**config.mk**
```make
export PLATFORM = sky130hd
export DESIGN_NAME = instr_fetch_unit_flat
export DESIGN_NICKNAME = d
export VERILOG_FILES = /design/src/rtl/instr_fetch_unit_if.sv /design/src/rtl/instr_fetch_unit.sv /design/src/flat_wrapper.sv
export SDC_FILE = /design/constraint.sdc
export NUM_CORES = 1
export LEC_CHECK = 0
export CAP_MARGIN = 20
export CORE_MARGIN = 2
export CORE_UTILIZATION = 45
export DETAILED_ROUTE_END_ITERATION = 16
export GPL_ROUTABILITY_DRIVEN = 0
export GPL_TIMING_DRIVEN = 0
export HOLD_SLACK_MARGIN = 0.08
export PLACE_DENSITY = 0.8
export SETUP_SLACK_MARGIN = 0.2
export SLEW_MARGIN = 25
export SYNTH_ARGS = -nofsm -noshare
export SYNTH_HDL_FRONTEND = slang
export SYNTH_SLANG_ARGS = --single-unit
```
**constraint.sdc**
```tcl
create_clock -name clk -period 5.8 [get_ports clk]
set_clock_uncertainty 0.05 [all_clocks]
set_input_delay 0.87 -clock clk [delete_from_list [all_inputs] [get_ports clk]]
set_output_delay 0.87 -clock clk [all_outputs]
set_load 0.02 [all_outputs]
```
**src/rtl/instr_fetch_unit_if.sv**
```systemverilog
// -----------------------------------------------------------------------------
// instr_fetch_unit_if
// Bundles the instruction-memory read port, the execute-side redirect port and
// the decode-side valid/ready handshake of the instruction-fetch stage.
//
//   master : the fetch unit (drives imem_req/imem_addr and the held instruction)
//   slave  : instruction memory plus the decode/execute side
//
// Signals:
//   imem_req       fetch -> imem    read strobe
//   imem_addr      fetch -> imem    byte address of the read (the PC)
//   imem_rdata     imem  -> fetch   read data, valid the cycle after imem_req
//   redirect_valid exec  -> fetch   single-cycle PC-change pulse
//   redirect_pc    exec  -> fetch   redirect target byte address
//   instr_out      fetch -> decode  held instruction word
//   pc_out         fetch -> decode  PC of instr_out
//   pc_plus4_out   fetch -> decode  pc_out + 4 (mod 2^32)
//   instr_valid    fetch -> decode  instr_out/pc_out are valid
//   instr_ready    decode -> fetch  held instruction accepted this cycle
//   misaligned     fetch -> system  sticky misaligned-redirect flag
//   fetch_count    fetch -> system  completed handshakes (wraps)
// -----------------------------------------------------------------------------
interface instr_fetch_unit_if;
    logic        imem_req;
    logic [31:0] imem_addr;
    logic [31:0] imem_rdata;
    logic        redirect_valid;
    logic [31:0] redirect_pc;
    logic [31:0] instr_out;
    logic [31:0] pc_out;
    logic [31:0] pc_plus4_out;
    logic        instr_valid;
    logic        instr_ready;
    logic        misaligned;
    logic [31:0] fetch_count;

    modport master (
        output imem_req, imem_addr, instr_out, pc_out, pc_plus4_out,
               instr_valid, misaligned, fetch_count,
        input  imem_rdata, redirect_valid, redirect_pc, instr_ready
    );

    modport slave (
        input  imem_req, imem_addr, instr_out, pc_out, pc_plus4_out,
               instr_valid, misaligned, fetch_count,
        output imem_rdata, redirect_valid, redirect_pc, instr_ready
    );
endinterface

```
**src/rtl/instr_fetch_unit.sv**
```systemverilog
// -----------------------------------------------------------------------------
// instr_fetch_unit
// Instruction-fetch stage: owns the PC, issues one word read per instruction to
// a one-cycle-latency instruction memory, holds the returned word and its PC in
// output registers and offers them downstream with a valid/ready handshake.
// Execute-side redirects replace the PC and drop any fetch in flight; a
// misaligned redirect target parks the unit in FAULT until reset.
//
// Ports:
//   clk    system clock, rising edge
//   reset  asynchronous, active-high reset
//   bus    instr_fetch_unit_if.master (imem port, redirect port, decode handshake)
// -----------------------------------------------------------------------------
module instr_fetch_unit #(
    parameter logic [31:0] RESET_PC  = 32'h0000_0000,
    parameter logic [31:0] NOP_INSTR = 32'h0000_0013
) (
    input  logic                 clk,
    input  logic                 reset,
    instr_fetch_unit_if.master   bus
);

    typedef enum logic [1:0] {
        ST_ISSUE = 2'd0,
        ST_WAIT  = 2'd1,
        ST_HOLD  = 2'd2,
        ST_FAULT = 2'd3
    } state_t;

    state_t      r_state;
    logic [31:0] r_pc;
    logic [31:0] r_instr;
    logic [31:0] r_pc_out;
    logic        r_valid;
    logic        r_misaligned;
    logic [31:0] r_fetch_count;

    state_t      w_state_nxt;
    logic [31:0] w_pc_nxt;
    logic [31:0] w_instr_nxt;
    logic [31:0] w_pc_out_nxt;
    logic        w_valid_nxt;
    logic        w_misaligned_nxt;
    logic [31:0] w_fetch_count_nxt;
    logic        w_redirect;

    // FAULT is terminal, so a redirect there is simply not seen.
    assign w_redirect = bus.redirect_valid && (r_state != ST_FAULT);

    always_comb begin
        // NOTE: every variable gets a hold-value default before the case, so no
        // path leaves one unassigned and no latch is inferred.
        w_state_nxt       = r_state;
        w_pc_nxt          = r_pc;
        w_instr_nxt       = r_instr;
        w_pc_out_nxt      = r_pc_out;
        w_valid_nxt       = r_valid;
        w_misaligned_nxt  = r_misaligned;
        w_fetch_count_nxt = r_fetch_count;

        case (r_state)
            ST_ISSUE: w_state_nxt = ST_WAIT;
            ST_WAIT: begin
                w_instr_nxt  = bus.imem_rdata;
                w_pc_out_nxt = r_pc;
                w_valid_nxt  = 1'b1;
                w_pc_nxt     = r_pc + 32'd4;
                w_state_nxt  = ST_HOLD;
            end
            ST_HOLD: begin
                if (bus.instr_ready) begin
                    w_fetch_count_nxt = r_fetch_count + 32'd1;
                    w_valid_nxt       = 1'b0;
                    w_instr_nxt       = NOP_INSTR;
                    w_state_nxt       = ST_ISSUE;
                end
            end
            default: ; // ST_FAULT: hold everything
        endcase

        // Redirect overrides sequencing but keeps the fetch_count bump of a
        // handshake completing in the same HOLD cycle. Restoring pc/pc_out
        // undoes a WAIT-cycle capture so the in-flight word is dropped.
        if (w_redirect) begin
            w_valid_nxt  = 1'b0;
            w_instr_nxt  = NOP_INSTR;
            w_pc_out_nxt = r_pc_out;
            if (bus.redirect_pc[1:0] == 2'b00) begin
                w_pc_nxt    = bus.redirect_pc;
                w_state_nxt = ST_ISSUE;
            end else begin
                w_pc_nxt         = r_pc;
                w_misaligned_nxt = 1'b1;
                w_state_nxt      = ST_FAULT;
            end
        end
    end

    // NOTE: sequential state uses non-blocking assignments so every register
    // samples the pre-edge values regardless of statement order.
    always_ff @(posedge clk or posedge reset) begin
        if (reset) begin
            r_state       <= ST_ISSUE;
            r_pc          <= RESET_PC;
            r_instr       <= NOP_INSTR;
            r_pc_out      <= RESET_PC;
            r_valid       <= 1'b0;
            r_misaligned  <= 1'b0;
            r_fetch_count <= 32'd0;
        end else begin
            r_state       <= w_state_nxt;
            r_pc          <= w_pc_nxt;
            r_instr       <= w_instr_nxt;
            r_pc_out      <= w_pc_out_nxt;
            r_valid       <= w_valid_nxt;
            r_misaligned  <= w_misaligned_nxt;
            r_fetch_count <= w_fetch_count_nxt;
        end
    end

    // Reset gates the strobe directly: the state already reads ISSUE while
    // reset is held, but no read may go out until it is released.
    assign bus.imem_req     = (r_state == ST_ISSUE) && !reset;
    assign bus.imem_addr    = r_pc;
    assign bus.instr_out    = r_instr;
    assign bus.pc_out       = r_pc_out;
    assign bus.pc_plus4_out = r_pc_out + 32'd4;
    assign bus.instr_valid  = r_valid;
    assign bus.misaligned   = r_misaligned;
    assign bus.fetch_count  = r_fetch_count;

endmodule

```
**src/flat_wrapper.sv**
```systemverilog
// flat-port wrapper written by rule: the top's interface ports become plain ports
module instr_fetch_unit_flat 
#(
    parameter logic [31:0] RESET_PC  = 32'h0000_0000,
    parameter logic [31:0] NOP_INSTR = 32'h0000_0013
)
  (clk, reset, bus_imem_req, bus_imem_addr, bus_instr_out, bus_pc_out, bus_pc_plus4_out, bus_instr_valid, bus_misaligned, bus_fetch_count, bus_imem_rdata, bus_redirect_valid, bus_redirect_pc, bus_instr_ready);
  instr_fetch_unit_if bus_i ();
  input  logic clk;
  input  logic reset;
  output wire logic [$bits(bus_i.imem_req)-1:0] bus_imem_req;
  output wire logic [$bits(bus_i.imem_addr)-1:0] bus_imem_addr;
  output wire logic [$bits(bus_i.instr_out)-1:0] bus_instr_out;
  output wire logic [$bits(bus_i.pc_out)-1:0] bus_pc_out;
  output wire logic [$bits(bus_i.pc_plus4_out)-1:0] bus_pc_plus4_out;
  output wire logic [$bits(bus_i.instr_valid)-1:0] bus_instr_valid;
  output wire logic [$bits(bus_i.misaligned)-1:0] bus_misaligned;
  output wire logic [$bits(bus_i.fetch_count)-1:0] bus_fetch_count;
  input wire logic [$bits(bus_i.imem_rdata)-1:0] bus_imem_rdata;
  input wire logic [$bits(bus_i.redirect_valid)-1:0] bus_redirect_valid;
  input wire logic [$bits(bus_i.redirect_pc)-1:0] bus_redirect_pc;
  input wire logic [$bits(bus_i.instr_ready)-1:0] bus_instr_ready;
  assign bus_imem_req = bus_i.imem_req;
  assign bus_imem_addr = bus_i.imem_addr;
  assign bus_instr_out = bus_i.instr_out;
  assign bus_pc_out = bus_i.pc_out;
  assign bus_pc_plus4_out = bus_i.pc_plus4_out;
  assign bus_instr_valid = bus_i.instr_valid;
  assign bus_misaligned = bus_i.misaligned;
  assign bus_fetch_count = bus_i.fetch_count;
  assign bus_i.imem_rdata = bus_imem_rdata;
  assign bus_i.redirect_valid = bus_redirect_valid;
  assign bus_i.redirect_pc = bus_redirect_pc;
  assign bus_i.instr_ready = bus_instr_ready;
  instr_fetch_unit #(.RESET_PC(RESET_PC), .NOP_INSTR(NOP_INSTR)) u_core (.clk(clk), .reset(reset), .bus(bus_i));
endmodule
```
; Word level (Yosys, flattened, before mapping)
; Index checks and enable logic that the tools add are counted.
; Widths: inputs -> output; s select.
[classes]
n_addsub = 3
n_eq_ne = 5
muxes = 13
n_bitwise = 2
n_reduce_logical = 14
[op_table]
columns = operator, n
row1 = $mux 32, 5
row2 = $add 32x3->32 const B, 2
row3 = $pmux 32 s2, 1
row4 = $add 32x1->32 const B, 1
row5 = $reduce_and 2->1, 6
row6 = $mux 2, 3
row7 = $pmux 2 s3, 1
row8 = $logic_not 2->1, 2
row9 = $ne 2x2->1 const B, 2
row10 = $reduce_bool 4->1, 1
row11 = $ne 3x2->1 const B, 1
row12 = $reduce_bool 3->1, 1
row13 = $eq 2x1->1 const B, 1
row14 = $eq 2x2->1 const B, 1
row15 = $logic_and 1x1->1, 2
row16 = $mux 1, 2
row17 = $not 1->1, 2
row18 = $pmux 1 s2, 1
row19 = $reduce_bool 2->1, 1
row20 = $logic_not 1->1, 1
[word_totals]
register_bits = 132
input_bits = 68
out_inout_bits = 163
word_cells = 44

; Longest topological paths before layout
; Gate-level depths: netlist (run 1).
[depth]
word_depth = 4
depth_mapped = 8
depth_no_buf = 7

; Worst setup path before layout (run 1)
; OpenSTA, ideal clock, no wires.
[synth_path]
path_type = register to output
startpoint = register u_core.r_pc_out[17], in the netlist u_core.bus.pc_out[17]
endpoint = output bus_pc_plus4_out[27]
arrival_ns = 1.939
required_time_ns = 4.880
setup_slack_ns = 2.941
path_stages_with_launch = 6
path_buffers = 0
path_cell_list = dfrtp_1 > and4_1 > nand4_1 > nor4_2 > nand3_1 > xnor2_1
[synth_between]
elab_chain_cells = 1
[synth_rtl]
columns = item, line_no
row1 = start: declaration, instr_fetch_unit.sv:33  ; logic [31:0] r_pc_out;
row2 = start signal: assignment, instr_fetch_unit.sv:114  ; r_pc_out <= w_pc_out_nxt;
row3 = $add 32x3->32, instr_fetch_unit.sv:127  ; assign bus.pc_plus4_out = r_pc_out + 32'd4;
row4 = end: declaration, flat_wrapper.sv:15  ; output wire logic [$bits(bus_i.pc_plus4_out)-1:0] bus_pc_plus4_out;
; No other way between the ends.

; Worst setup path in the final report (run 1)
[layout_path]
startpoint = register u_core.r_pc_out[5], in the netlist u_core.bus.pc_out[5]
endpoint = output bus_pc_plus4_out[29]
; Same word-level chain as after synthesis.

==> results.toml, run 1 <==
[finish]
register_area_mm2 = 0.003307
final_util = 0.6930
final_common_cell = "clkdlybuf4s50_1"
layout_common_cells = "clkdlybuf4s50_1 (230), nand2_1 (148), dfrtp_1 (129)"
nets = 995
multi_input_area_mm2 = 0.003028
layout-drive-gt1-share = 0.06438
diodes = 0
instances_no_fill = 1112
fillers = 1098
syn_to_final_growth_pct = 48.89
final_area_mm2 = 0.009694

[synth]
ys_ff_latch = 132
syn_area_per_cell_um2 = 9.733
syn-cell-area_mm2 = 0.006511
yosysWarnings = 0
synth_nets = 745
ys_seq_area_frac = 0.5079
synth_top_area_frac = 0.4958
synthFlopType = "dfrtp_1"
async_flop_share = 1.000
ys_types = 57
synth_edf_count = 0
synth_area_leaders = "dfrtp_1 (50%), nand2_1 (8.5%), xnor2_1 (5.9%)"
synth_cells = 669
synth_top_cell_by_area = "dfrtp_1"

[die]
core_area_mm2 = 0.01399
rows = 43
die_h_um = 124.3
die_area_mm2 = 0.01545
die_x_um = 124.3
num_io_pins = 231
start_util = 0.4655

[sta]
rsz0062_at_grt = "no"
setup_tns_ps = 0
hold_viol_final = 0
post-route-min-period_ps = 3803
clock.fmax_mhz = 263.0
drv_slew = 0
tightest_slew_ps = 943.4
setup_viol = 0
fin_crit_sh = 0.6557
relSlewSlack = 0.3694

[setup_path]
cp_slowest_cell = "clkdlybuf4s50_1"
endpoint_kind = "output pin"
cp_num_buf_inv = 1
path_delay_family = "simple AND/OR/NAND/NOR gates"
crit_required_ps = 4880
slowest_delay_ps = 650
path_max_fanout = 5
critPathLaunchType = "flop"
critPathKind = "reg -> out"
cp_cell_sequence = "and4_1, nand4_1, nor4_2, nand3_1, xnor2_1, clkdlybuf4s50_1"
worst_ep_arrival_time_ps = 2880

[grt]
grt-ovfl-total = 0
grt_pass1_wl_mm = 31.80
grt_max_degree = 69
antenna_found_initial = 0
track_usage = 0.2551
grt_pass1_vias = 6035

[cts]
cts_resized = 0
clk_pin_slew_worst_paths_ps = 60
post_cts_buffers = 0
cts_buffers = 17
clock_latency_ps = 420
ctsHoldBuffers = 0
htreeDepth = 4
clockBufferDepth = 2
cts_root_buf = "clkbuf_16"
cts.sinks = 132
cts_tree = "done"

[routing]
avgViaCountPerCell = 5.480
dr.pass1.iters = 5
wl_per_cell_um = 17.66
drt-total-wl_mm = 19.64
first_iter_violations = 482
drc = 0
ant_nets = 0
vias = 6094

[min_path]
min-delay-path-class = "reg -> reg"

[power]
leakage_uw = 0.004141
power_density_mw_per_mm2 = 540.3
irDropWorstVdd_v = 0.0003065

[placement]
dpl.hpwl_mm = 14.31
placed_cell_area_mm2 = 0.009074
io_buffers = 230
post-place-cells = 1080

[job]
drv_cap = 0

[outcome]
status = "finished clean"
## synthesized netlist by cell type (9+ instances only)
master,count
a21oi_1,18
a22o_1,29
and2_1,9
and3_1,16
and4_1,17
clkbuf_1,23
dfrtp_1,129
inv_1,9
nand2_1,148
nand3_1,33
nand4_1,20
nor2_1,39
nor3_1,12
o21ai_0,10
xnor2_1,44
xor2_1,16
## power by group
part / switching (uW) / total (uW) / internal, uW
Combinational: 1360 / 2490 / 1140
Clock: 405 / 1120 / 712
Sequential: 397 / 1630 / 1230
Total: 2160 / 5240 / 3080
## path summary, 6_finish.rpt
| kind | depth (start not counted) | start | endpoint | slack, ps |
|---|---|---|---|---|
| min in group asynchronous | 2 | reset | u_core.bus.instr_out[28] | 880 |
| max reg2reg | 6 | u_core.r_state[0] | u_core.bus.imem_addr[24] | 2990 |
| min reg2reg | 1 | u_core.bus.fetch_count[31] | u_core.bus.fetch_count[31] | 430 |
| max | 6 | u_core.bus.pc_out[5] | bus_pc_plus4_out[29] | 2000 |
| min | 1 | u_core.bus.fetch_count[31] | u_core.bus.fetch_count[31] | 430 |
| max in group asynchronous | 3 | reset | u_core.bus.imem_addr[31] | 4140 |
## routing by layer
layer	GRT usage	vias to the layer above	wire length, um
li1	-	2865	-
met1	0.3255	2879	7992
met2	0.4079	302	9315
met3	0.07517	48	1676
met4	0.1038	0	654
met5	0	-	0
## per-stage QoR
step / hold WS (ps) / total power (uW) / setup slack (ps)
after floorplan: 512.7 / 2934 / 1359
after global placement: 403.9 / 4069 / -558.4
final: 427.6 / 5238 / 1997
after CTS: 429.8 / 5251 / 1998
after global routing: 467.6 / 5526 / 1840
after detailed placement: 414.2 / 4117 / 2324
## flip-flops by register name (all words and copies together) (netlist names)
| name | flops |
|---|---|
| u_core.r_state | 2 |
| u_core.bus.fetch_count | 32 |
| u_core.bus.pc_out | 32 |
| u_core.bus.instr_valid | 1 |
| u_core.bus.imem_addr | 32 |
| u_core.bus.instr_out | 32 |
| u_core.bus.misaligned | 1 |
## area by class of cell
class / instances / area share
tap: 180 / 0.02323
multi-input combinational: 495 / 0.3123
timing repair buffer: 231 / 0.2403
clock buffer: 21 / 0.04853
sequential: 132 / 0.3411
clock inverter: 11 / 0.01549
buffer: 33 / 0.01471
inverter: 9 / 0.004259
## cells by family after synthesis
group / count (synthesis) / share of synthesized area
buffers and inverters: 42 / 0.02709
flip-flops: 132 / 0.5079
AO/OA/AOI/OAI: 96 / 0.1105
XOR/XNOR: 60 / 0.08071
AND/OR/NAND/NOR: 322 / 0.2440
multiplexers: 9 / 0.01441
adder cells (fa/ha/maj): 8 / 0.01537
(Power assumes the default switching activity.)
==> run 2: changes to the inputs <==
--- a/config.mk
+++ b/config.mk
@@ -7,12 +7,12 @@
 export LEC_CHECK = 0
 export CAP_MARGIN = 20
 export CORE_MARGIN = 2
-export CORE_UTILIZATION = 45
+export CORE_UTILIZATION = 41
 export DETAILED_ROUTE_END_ITERATION = 16
 export GPL_ROUTABILITY_DRIVEN = 0
 export GPL_TIMING_DRIVEN = 0
 export HOLD_SLACK_MARGIN = 0.08
-export PLACE_DENSITY = 0.8
+export PLACE_DENSITY = 0.77
 export SETUP_SLACK_MARGIN = 0.2
 export SLEW_MARGIN = 25
 export SYNTH_ARGS = -nofsm -noshare
==> constraint.sdc (replaced) <==
create_clock -name clk -period 3.4 [get_ports clk]
set_clock_uncertainty 0.05 [all_clocks]
set_input_delay 0.51 -clock clk [delete_from_list [all_inputs] [get_ports clk]]
set_output_delay 0.51 -clock clk [all_outputs]
set_load 0.02 [all_outputs]
==> results.toml, run 2 (same netlist as run 1, synthesis figures left out) <==
[finish]
final_area_mm2 = 0.009792
final_common_cell = "clkdlybuf4s50_1"
instances_no_fill = 1154
layout_common_cells = "clkdlybuf4s50_1 (218), nand2_1 (148), dfrtp_1 (127)"
layout-drive-gt1-share = 0.07889
syn_to_final_growth_pct = 50.38
nets = 1002
diodes = 0

[routing]
drc = 0
avgViaCountPerCell = 5.261
drt-total-wl_mm = 19.52
first_iter_violations = 371
ant_nets = 0
wl_per_cell_um = 16.92
dr.pass1.iters = 5
vias = 6071

[die]
die_x_um = 130.0
core_area_mm2 = 0.01571
die_area_mm2 = 0.01691
rows = 46
die_h_um = 130.0
start_util = 0.4144
num_io_pins = 231

[sta]
fin_crit_sh = 0.9150
drv_slew = 0
tightest_slew_ps = 1000
post-route-min-period_ps = 3111
rsz0062_at_grt = "yes"
relSlewSlack = 0.3239
setup_viol = 0
clock.fmax_mhz = 321.5
hold_viol_final = 0
setup_slack_ps = 289.2

[cts]
ctsHoldBuffers = 0
clock_latency_ps = 430
cts_root_buf = "clkbuf_16"
htreeDepth = 4
clockBufferDepth = 2
cts_tree = "done"
clk_pin_slew_worst_paths_ps = 60
cts_buffers = 17
cts.sinks = 132

[setup_path]
r2r-start = "u_core.r_state[0]"
endpoint_kind = "output pin"
worst_ep_arrival_time_ps = 2550
critPathLaunchType = "flop"
critPathKind = "reg -> out"
r2r_end = "u_core.bus.imem_addr[24]"
r2r_slack_ps = 470
crit_required_ps = 2840
r2r_cells = 6
path_max_fanout = 7

[min_path]
min-delay-path-class = "reg -> reg"
hold_depth = 1
min-delay-start = "u_core.bus.misaligned"
holdPathEnd = "u_core.bus.misaligned"

[placement]
io_buffers = 230
placed_cell_area_mm2 = 0.009168
post-place-cells = 1119
dpl.hpwl_mm = 14.52
dp_worst_setup_slack_ps = 230.4

[grt]
use_met1 = 0.2966
grt-busiest-layer = "met2"
grt-ovfl-total = 0
grt_pass1_wl_mm = 31.08
track_usage = 0.2376
use_met2 = 0.3822
grt_max_degree = 31
antenna_found_initial = 0
grt_use_met3 = 0.07421
grt_pass1_vias = 6015

[power]
leakage_uw = 0.004242
power_density_mw_per_mm2 = 892.9
p_total_uw = 8743
irDropWorstVdd_v = 0.0005494

[outcome]
status = "finished clean"

[job]
drv_cap = 0
==> run 2: power breakdown <==
group / total, uW / internal, uW / switching [uW] / leakage [uW]
clock network: 1740 / 1070 / 664 / 0.000271
logic: 4230 / 1920 / 2310 / 0.00230
registers: 2780 / 2100 / 675 / 0.00167
==> run 2: through the flow <==
step | setup TNS (ps) | hold slack [ps] | utilization
finish | 0 | 430.3 | 0.6232
floorplan | 0 | 512.7 | -
detailed placement | 0 | 406.0 | 0.5835
global route | 0 | 462.3 | 0.6232
CTS | 0 | 431.1 | 0.6211
global placement | -4470 | 407.8 | 0.5784
==> run 2: worst max-delay path by stage <==
stage	slack (ps)	end	from
2_1_floorplan	900	bus_pc_plus4_out[27]	u_core.bus.pc_out[17]
3_3_place_gp	-40	u_core.bus.pc_out[28]	reset
3_5_place_dp	230	u_core.bus.imem_addr[24]	bus_redirect_valid
4_1_cts	160	bus_pc_plus4_out[29]	u_core.bus.pc_out[11]
5_1_grt	170	bus_pc_plus4_out[12]	u_core.bus.pc_out[3]
6_report	290	bus_pc_plus4_out[12]	u_core.bus.pc_out[3]
==> run 2: repair_timing <==
action	4_1_cts	5_1_grt
buffers inserted	3	1
endpoints found under the setup margin	13	11
pin swaps	2	1
gates resized for setup	12	11
==> run 2: critical path, cell delays in order (launching register included) <==
cell             delay (ps)
dfrtp_1                 450
ha_1                    180
clkbuf_2                210
nand2_1                 170
nor2_2                  230
nand3_1                 120
xnor2_1                 140
clkdlybuf4s50_1         620
==> run 2: routing by layer <==
| metal | part of all wire | up-vias |
|---|---|---|
| met4 | 0.030 | 0 |
| met5 | 0 | - |
| li1 | - | 2880 |
| met1 | 0.41 | 2891 |
| met3 | 0.087 | 43 |
| met2 | 0.48 | 257 |
==> run 2: cell type report <==
cell class | count | area [um^2]
well taps | 216 | 270.3
repair buffers | 238 | 2412
multi-input cells | 495 | 3053
clock inverters | 8 | 76.32
clock buffers | 23 | 488.0
flip-flops and latches | 132 | 3309
plain buffers | 33 | 145.1
inverters | 9 | 37.54
fillers | 1316 | 5921
==> run 3: changes to the inputs <==
==> constraint.sdc (replaced) <==
create_clock -name clk -period 3.4 [get_ports clk]
set_clock_uncertainty 0.05 [all_clocks]
set_input_delay 0.51 -clock clk [delete_from_list [all_inputs] [get_ports clk]]
set_output_delay 0.51 -clock clk [all_outputs]
set_load 0.01 [all_outputs]
==> results.toml, run 3 (same netlist as run 1, synthesis figures left out) <==
[outcome]
status = "finished clean"

[die]
die_h_um = 130.0
rows = 46
core_area_mm2 = 0.01571
die_x_um = 130.0
die_area_mm2 = 0.01691
start_util = 0.4144
num_io_pins = 231

[sta]
relSlewSlack = 0.3253
drv_slew = 0
clock.fmax_mhz = 320.7
fin_crit_sh = 0.9172
post-route-min-period_ps = 3119
setup_slack_ps = 281.5
rsz0062_at_grt = "yes"
hold_viol_final = 0
setup_viol = 0
setup_tns_ps = 0
tightest_slew_ps = 998.0

[placement]
dpl.hpwl_mm = 14.52
dp_worst_setup_slack_ps = 230.4
io_buffers = 230

[finish]
layout_common_cells = "clkdlybuf4s50_1 (224), nand2_1 (148), dfrtp_1 (122)"
final_common_cell = "clkdlybuf4s50_1"
nets = 1010
layout-drive-gt1-share = 0.09197
diodes = 0
final_util = 0.6287
syn_to_final_growth_pct = 51.71

[cts]
clk_pin_slew_worst_paths_ps = 60
cts_tree = "done"
ctsHoldBuffers = 0
clock_latency_ps = 430
cts.sinks = 132
htreeDepth = 4
cts_buffers = 17
clockBufferDepth = 2
cts_root_buf = "clkbuf_16"

[routing]
ant_nets = 0
drt-total-wl_mm = 19.57
avgViaCountPerCell = 5.267
first_iter_violations = 366
drc = 0
dr.pass1.iters = 5
wl_per_cell_um = 16.84
vias = 6120

[power]
irDropWorstVdd_v = 0.0005121
power_density_mw_per_mm2 = 840.8
leakage_uw = 0.004281
p_total_uw = 8306

[min_path]
min-delay-path-class = "reg -> reg"

[grt]
track_usage = 0.2379
grt_max_degree = 31
antenna_found_initial = 0
grt_pass1_vias = 6028
grt_pass1_wl_mm = 31.15
grt-ovfl-total = 0

[setup_path]
path_max_fanout = 7
critPathKind = "reg -> out"
critPathLaunchType = "flop"
worst_ep_arrival_time_ps = 2560
crit_required_ps = 2840
endpoint_kind = "output pin"

[job]
drv_cap = 0
==> run 3: metal layers <==
layer / track usage / share of wire / up-vias
met5: 0 / 0 / -
met4: 0.1031 / 0.030 / 0
met3: 0.07380 / 0.090 / 40
met2: 0.3831 / 0.48 / 256
met1: 0.2971 / 0.40 / 2936
li1: - / - / 2888
==> run 3: critical path, cell delays in order (launching register included) <==
cell and delay [ps]:
dfrtp_1 450, and4_1 260, nand4_1 170, buf_4 200
nor4_4 200, buf_4 170, xor2_1 130, clkdlybuf4s50_1 550
==> run 3: layout make-up <==
class	count	area, um^2
Buffer	33	145.1
Fill cell	1304	5834
Sequential cell	132	3316
Tap cell	216	270.3
Multi-Input combinational cell	495	3058
Timing Repair Buffer	246	2487
Clock buffer	23	488.0
Clock inverter	8	76.32
Inverter	9	37.54
==> run 3: path summary, 6_finish.rpt <==
kind                       slack [ps]  depth (start not counted)             startpoint                       end
max reg2reg                       460                          6      u_core.r_state[0]  u_core.bus.imem_addr[24]
max in group asynchronous        1900                          5                  reset     u_core.bus.pc_out[10]
min reg2reg                       430                          1  u_core.bus.misaligned     u_core.bus.misaligned
min                               430                          1  u_core.bus.misaligned     u_core.bus.misaligned
max                               280                          7  u_core.bus.pc_out[17]      bus_pc_plus4_out[25]
min in group asynchronous         450                          2                  reset  u_core.bus.instr_out[12]
==> run 3: power breakdown <==
group          internal [uW]  switching, uW
combinational           1980           1820
sequential              2110            657
clock                   1070            664
==> run 3: timing repair <==
action / 4_1_cts / 5_1_grt
gates resized for setup: 8 / 15
endpoints found under the setup margin: 12 / 12
setup buffers: 4 / 8
pin swaps: 2 / 2
==> run 3: stage by stage <==
step / instances / hold WS [ps] / area (um^2)
detailed placement: 1119 / 406.0 / 9168
global route: 1162 / 462.3 / 9878
CTS: 1154 / 431.1 / 9787
global placement: 1115 / 407.8 / 9087
finish: 1162 / 430.3 / 9878
floorplan: 669 / 457.5 / 6515
